## src/rtl/if_mem_ctrl.sv

```systemverilog
// if_mem_ctrl: instruction-fetch responder on the memory-controller side.
//
// Accepts a fetch request (if_i, pc_i) and reads four sequential bytes from a byte-wide RAM
// whose read data returns one cycle after the address cycle. The bytes are assembled
// little-endian into a 32-bit word, which is delivered with a one-cycle inst_valid_o pulse.
// Back-to-back fetches are accepted in the DONE cycle. A flush aborts an in-flight fetch.
// A data-path stall only blocks acceptance.
//
// Optional feature (macro IF_LASTHIT_EN): a one-entry last-hit buffer. A repeat fetch of the
// last delivered pc skips the RAM and completes in one cycle. A data store invalidates it.
//
// Ports:
//   clk          system clock, rising edge
//   rst          asynchronous reset, active-low
//   if_i         fetch request
//   pc_i         instruction byte address, valid with if_i
//   if_busy_o    a request presented this cycle is not accepted
//   flush_i      jump/redirect, aborts the in-flight fetch and gates inst_valid_o
//   mem_stall_i  data path owns the RAM, blocks acceptance
//   mem_wr_i     data store occurred (last-hit invalidate, configured builds only)
//   mem_rd_o     RAM read strobe
//   mem_a_o      RAM byte address
//   mem_din_i    RAM read data, one cycle after the address cycle
//   inst_valid_o one-cycle pulse, inst_o holds a new instruction
//   inst_o       fetched instruction
//   inst_pc_o    address of the instruction in inst_o

module if_mem_ctrl (
    input  logic        clk,
    input  logic        rst,
    input  logic        if_i,
    input  logic [31:0] pc_i,
    output logic        if_busy_o,
    input  logic        flush_i,
    input  logic        mem_stall_i,
    input  logic        mem_wr_i,
    output logic        mem_rd_o,
    output logic [31:0] mem_a_o,
    input  logic [7:0]  mem_din_i,
    output logic        inst_valid_o,
    output logic [31:0] inst_o,
    output logic [31:0] inst_pc_o
);

    typedef enum logic [2:0] {
        StIdle,
        StB0,
        StB1,
        StB2,
        StB3,
        StB4,
        StDone
    } state_e;

    state_e      state_q, state_d;
    logic [31:0] pc_q, pc_d;
    logic [23:0] byte_q, byte_d;
    logic [31:0] inst_q, inst_d;
    logic [31:0] inst_pc_q, inst_pc_d;

    logic        in_fetch;
    logic        rd_strobe;
    logic [1:0]  rd_offset;
    logic        accept;
    logic        fill;
    logic        hit;
    logic [31:0] hit_word;

    // State decode for the RAM side.
    always_comb begin
        in_fetch  = 1'b0;
        rd_strobe = 1'b0;
        rd_offset = 2'd0;
        unique case (state_q)
            StB0: begin
                in_fetch  = 1'b1;
                rd_strobe = 1'b1;
                rd_offset = 2'd0;
            end
            StB1: begin
                in_fetch  = 1'b1;
                rd_strobe = 1'b1;
                rd_offset = 2'd1;
            end
            StB2: begin
                in_fetch  = 1'b1;
                rd_strobe = 1'b1;
                rd_offset = 2'd2;
            end
            StB3: begin
                in_fetch  = 1'b1;
                rd_strobe = 1'b1;
                rd_offset = 2'd3;
            end
            StB4: begin
                in_fetch = 1'b1;
            end
            default: ;
        endcase
    end

    // Only IDLE and DONE can accept, so the stall term matters only there.
    assign if_busy_o    = in_fetch | mem_stall_i;
    assign accept       = if_i & ~if_busy_o;
    assign mem_rd_o     = rd_strobe;
    assign mem_a_o      = rd_strobe ? (pc_q + {30'd0, rd_offset}) : 32'd0;
    assign inst_valid_o = (state_q == StDone) & ~flush_i;
    assign inst_o       = inst_q;
    assign inst_pc_o    = inst_pc_q;

    always_comb begin
        state_d   = state_q;
        pc_d      = pc_q;
        byte_d    = byte_q;
        inst_d    = inst_q;
        inst_pc_d = inst_pc_q;
        fill      = 1'b0;
        unique case (state_q)
            StIdle, StDone: begin
                // An accepted request wins over flush: it carries the jump target.
                if (accept) begin
                    pc_d = pc_i;
                    if (hit) begin
                        state_d   = StDone;
                        inst_d    = hit_word;
                        inst_pc_d = pc_i;
                    end else begin
                        state_d = StB0;
                    end
                end else begin
                    state_d = StIdle;
                end
            end
            StB0: begin
                state_d = flush_i ? StIdle : StB1;
            end
            StB1: begin
                byte_d[7:0] = mem_din_i;
                state_d     = flush_i ? StIdle : StB2;
            end
            StB2: begin
                byte_d[15:8] = mem_din_i;
                state_d      = flush_i ? StIdle : StB3;
            end
            StB3: begin
                byte_d[23:16] = mem_din_i;
                state_d       = flush_i ? StIdle : StB4;
            end
            StB4: begin
                if (flush_i) begin
                    state_d = StIdle;
                end else begin
                    inst_d    = {mem_din_i, byte_q};
                    inst_pc_d = pc_q;
                    fill      = 1'b1;
                    state_d   = StDone;
                end
            end
            default: begin
                state_d = StIdle;
            end
        endcase
    end

    always_ff @(posedge clk or negedge rst) begin
        if (!rst) begin
            state_q   <= StIdle;
            pc_q      <= 32'd0;
            byte_q    <= 24'd0;
            inst_q    <= 32'd0;
            inst_pc_q <= 32'd0;
        end else begin
            state_q   <= state_d;
            pc_q      <= pc_d;
            byte_q    <= byte_d;
            inst_q    <= inst_d;
            inst_pc_q <= inst_pc_d;
        end
    end

`ifdef IF_LASTHIT_EN
    logic        hit_valid_q;
    logic [31:0] hit_tag_q;
    logic [31:0] hit_word_q;

    // A store in the same cycle as a fill still invalidates: the fetched bytes may be stale.
    always_ff @(posedge clk or negedge rst) begin
        if (!rst) begin
            hit_valid_q <= 1'b0;
            hit_tag_q   <= 32'd0;
            hit_word_q  <= 32'd0;
        end else begin
            if (fill) begin
                hit_tag_q  <= pc_q;
                hit_word_q <= {mem_din_i, byte_q};
            end
            if (mem_wr_i) begin
                hit_valid_q <= 1'b0;
            end else if (fill) begin
                hit_valid_q <= 1'b1;
            end
        end
    end

    assign hit      = hit_valid_q & ~mem_wr_i & (pc_i == hit_tag_q);
    assign hit_word = hit_word_q;
`else
    logic unused_cfg;

    assign hit        = 1'b0;
    assign hit_word   = 32'd0;
    assign unused_cfg = mem_wr_i | fill;
`endif

endmodule

```

## config.mk

```make
export PLATFORM = sky130hd
export DESIGN_NAME = if_mem_ctrl
export DESIGN_NICKNAME = d
export VERILOG_FILES = /design/src/rtl/if_mem_ctrl.sv
export SDC_FILE = /design/constraint.sdc
export NUM_CORES = 1
export LEC_CHECK = 0
export ABC_AREA = 0
export CORE_AREA = 3 3 116 118
export DETAILED_ROUTE_END_ITERATION = 10
export DIE_AREA = 0 0 119 121
export GPL_TIMING_DRIVEN = 1
export PLACE_DENSITY = 0.82
export SLEW_MARGIN = 10
export SYNTH_ARGS = -nofsm -noshare
export SYNTH_HDL_FRONTEND = slang
export SYNTH_SLANG_ARGS = --single-unit
```

## constraint.sdc

```tcl
create_clock -name clk -period 3.6 [get_ports clk]
set_input_delay 0.54 -clock clk [delete_from_list [all_inputs] [get_ports clk]]
set_output_delay 0.54 -clock clk [all_outputs]
set_load 0.005 [all_outputs]
```

==> impl_metrics.env <==
export IMPL_cp_max_fo=5
export IMPL_drc_errors=0
export IMPL_cp_num_buf_inv=4
export IMPL_status="finished with violations"
export IMPL_worstSetupPathDepth=12
export IMPL_clock_tree_root_cell="clkbuf_16"
export IMPL_cts_buffer_depth=2
export IMPL_layout_nets=652
export IMPL_ant_nets=0
export IMPL_netlist_area_um2=5485
export IMPL_hold_class="in -> async"
export IMPL_vias=4186
export IMPL_power_per_cell_area_nw_per_um2=672.3
export IMPL_yosysWarnings=0
export IMPL_violations="negative setup slack"
export IMPL_critical_path_top_delay_family="simple AND/OR/NAND/NOR gates"
export IMPL_synth_top_area_cell="dfrtp_1"
export IMPL_die_area_um2=14400
export IMPL_numPortBuffers=143
export IMPL_die_h_um=121
export IMPL_finClkSkew_ns=0.005151
export IMPL_max_cap_viol_count=0
export IMPL_grt_ovfl_total=0
export IMPL_register_area_um2=3080
export IMPL_critPathSlowestCell="or4_4"
export IMPL_cts_tree="built"
export IMPL_slew_headroom_pct=51.84
export IMPL_holdBufCountCts=0
export IMPL_gp_congestion=0.7842
export IMPL_ys_types=36
export IMPL_cts_sinks=123
export IMPL_grt_pass1_vias=4474
export IMPL_cp_required_ns=3.06
export IMPL_slew_violations=0
export IMPL_crit_chain="inv_2 > nor3_2 > nor2_1 > inv_1 > ha_4 > fa_2 > nand2_4 > or4_4 > buf_6 > or4_4 > a21oi_2 > buf_2"
export IMPL_area_growth_pct=48.13
export IMPL_leakage_uw=0.003526
export IMPL_syn_nets=468
export IMPL_multi_input_area_um2=2504
export IMPL_ys_seq_area_share_pct=56.11
export IMPL_dp_hpwl_um=9845
export IMPL_drt_iter0_markers=298
export IMPL_fillers=929
export IMPL_grt_max_degree=78
export IMPL_final_period_utilization_pct=104.1
export IMPL_via_per_inst=5.312
export IMPL_peakVddDrop_mv=0.5121
export IMPL_grt_first_pass_wirelength_um=23270
export IMPL_slowest_delay_ns=0.59
export IMPL_hold_viol_final=0
export IMPL_antenna_found_initial=0
export IMPL_fin_crit_ns=3.748
export IMPL_clk_latency_ns=0.41
export IMPL_synth_cells=419
export IMPL_io_pins=145
export IMPL_mostFrequentLayoutCells="122 x clkdlybuf4s50_1, 121 x dfrtp_1, 120 x mux2_2"
export IMPL_setup_viol_count_final=9
export IMPL_start_kind="register"
export IMPL_antennaDiodeCount=0
export IMPL_rr_worst_depth=6
export IMPL_stdcell_count=788
export IMPL_max_clock_freq_ghz=0.2668
export IMPL_synth_seq_cells=123
export IMPL_post_drt_wl_per_cell_um=18.50
export IMPL_layout_drive_gt1_share_pct=42.37
export IMPL_cp_common_cell="or4_4"
export IMPL_rsz0062_at_grt="yes"
export IMPL_tightest_slew_ns=0.7193
export IMPL_track_usage_pct=20.53
export IMPL_dieWidth_um=119
export IMPL_dp_cells=734
export IMPL_syn_area_per_cell_um2=13.09
export IMPL_synth_top_area_share_pct=56.11
export IMPL_clk_pin_slew_ns=0.06
export IMPL_cp_arrival_ns=3.21
export IMPL_final_core_util_pct=64.65
export IMPL_netlist_top_cells_area="dfrtp_1 56%, mux2_2 25%, a21oi_1 2.2%"
export IMPL_cts_buffers=17
export IMPL_drt_wl_total_um=14580
export IMPL_setup_ws_ns=-0.1476
export IMPL_rows=41
export IMPL_end_kind="output pin"
export IMPL_h_tree_depth=4
export IMPL_critPathKind="reg -> out"
export IMPL_drt_pre_antenna_iters=4
export IMPL_core_um2=12570
export IMPL_floorplan_initialDensity_pct=43.64
export IMPL_layout_commonest_cell="clkdlybuf4s50_1"
logic make-up (layout without fill, tap and decap cells):
kind of cell             count (synthesis)  in the layout  synth area share, %
buffers and inverters                   29            225                2.258
XOR/XNOR                                 8              8                1.277
multiplexers                           121            121                24.82
AND/OR/NAND/NOR                         86             87                9.443
AO/OA/AOI/OAI                           49             49                5.269
flip-flops                             123            123                56.11
adder cells (fa/ha/maj)                  3              3               0.8211
layer usage:
metal	part of all wire (%)	GRT usage (%)	routed length [um]
met1	40	23.30	5766
met2	51	35.71	7483
met3	7.8	7.786	1131
met4	1.4	6.662	197
met5	0	0	0
synthesized netlist by cell type:
cell,number
xnor2_1,7
inv_1,8
xor2_1,1
nor4_1,1
or4_4,1
fa_1,1
nand2b_1,1
or2_2,2
ha_1,2
and4_1,4
nor3_1,7
a21oi_1,24
buf_2,6
nor3b_1,2
nor2_1,11
o41ai_1,1
clkbuf_1,13
mux2_2,120
nand3_4,1
or4_1,14
buf_6,1
nand2_1,11
and2_1,4
or3_1,6
buf_1,1
nor4b_1,1
nand3_1,9
nor2b_1,2
dfrtp_1,123
nor3_2,1
o21a_1,3
nand4b_1,1
mux2i_1,1
nand4_1,7
o21ai_0,8
o31ai_1,13
final cells by class:
class	count	share of cell area (%)
flip-flops and latches	123	37.91
multi-input cells	268	30.81
repair buffers	185	21.05
clock buffers	20	5.497
well taps	172	2.649
clock inverters	12	1.709
inverters	8	0.3696
path summary, 6_finish.rpt:
path,startpoint,endpoint,slack (ns)
min in group clk,byte_q[17],byte_q[17],0.50
worst min-delay path,rst,pc_q[9],0.15
max in group asynchronous,rst,inst_pc_o[27],2.64
worst max register to register,state_q[1],inst_pc_o[6],1.23
worst max-delay path,state_q[1],mem_a_o[16],-0.15
worst min register to register,byte_q[17],byte_q[17],0.50
power by group:
part / switching, uW / internal, uW / total, uW / leakage [uW]
sequential: 424 / 1810 / 2240 / 0.00158
combinational: 607 / 964 / 1570 / 0.00167
clock: 614 / 1040 / 1660 / 0.000273
total: 1640 / 3820 / 5460 / 0.00353
registers in the layout (all words and copies together) (netlist names):
name / count
inst_pc_o: 32
inst_o: 32
byte_q: 24
pc_q: 32
state_q: 3
repair_timing:
action | in CTS | in global routing
gates resized for setup | 90 | 34
pin swaps | 25 | 15
endpoints found under the setup margin | 18 | 24
buffers inserted | 15 | 7
cloned | 1 | 0
through the flow:
step	total power [uW]	setup TNS [ns]	hold WS (ns)	worst slack (ns)	instance area, um2
floorplan	2853	0	0.2444	0.09970	5485
global placement	3662	-0.07099	0.4813	-0.02831	7228
detailed placement	3770	-0.4383	0.4905	-0.1049	7228
CTS	5470	-0.8448	0.1466	-0.1501	8023
global route	5761	-2.678	0.1827	-0.2637	8125
finish	5463	-0.7826	0.1463	-0.1476	8125
(Power assumes the default switching activity.)
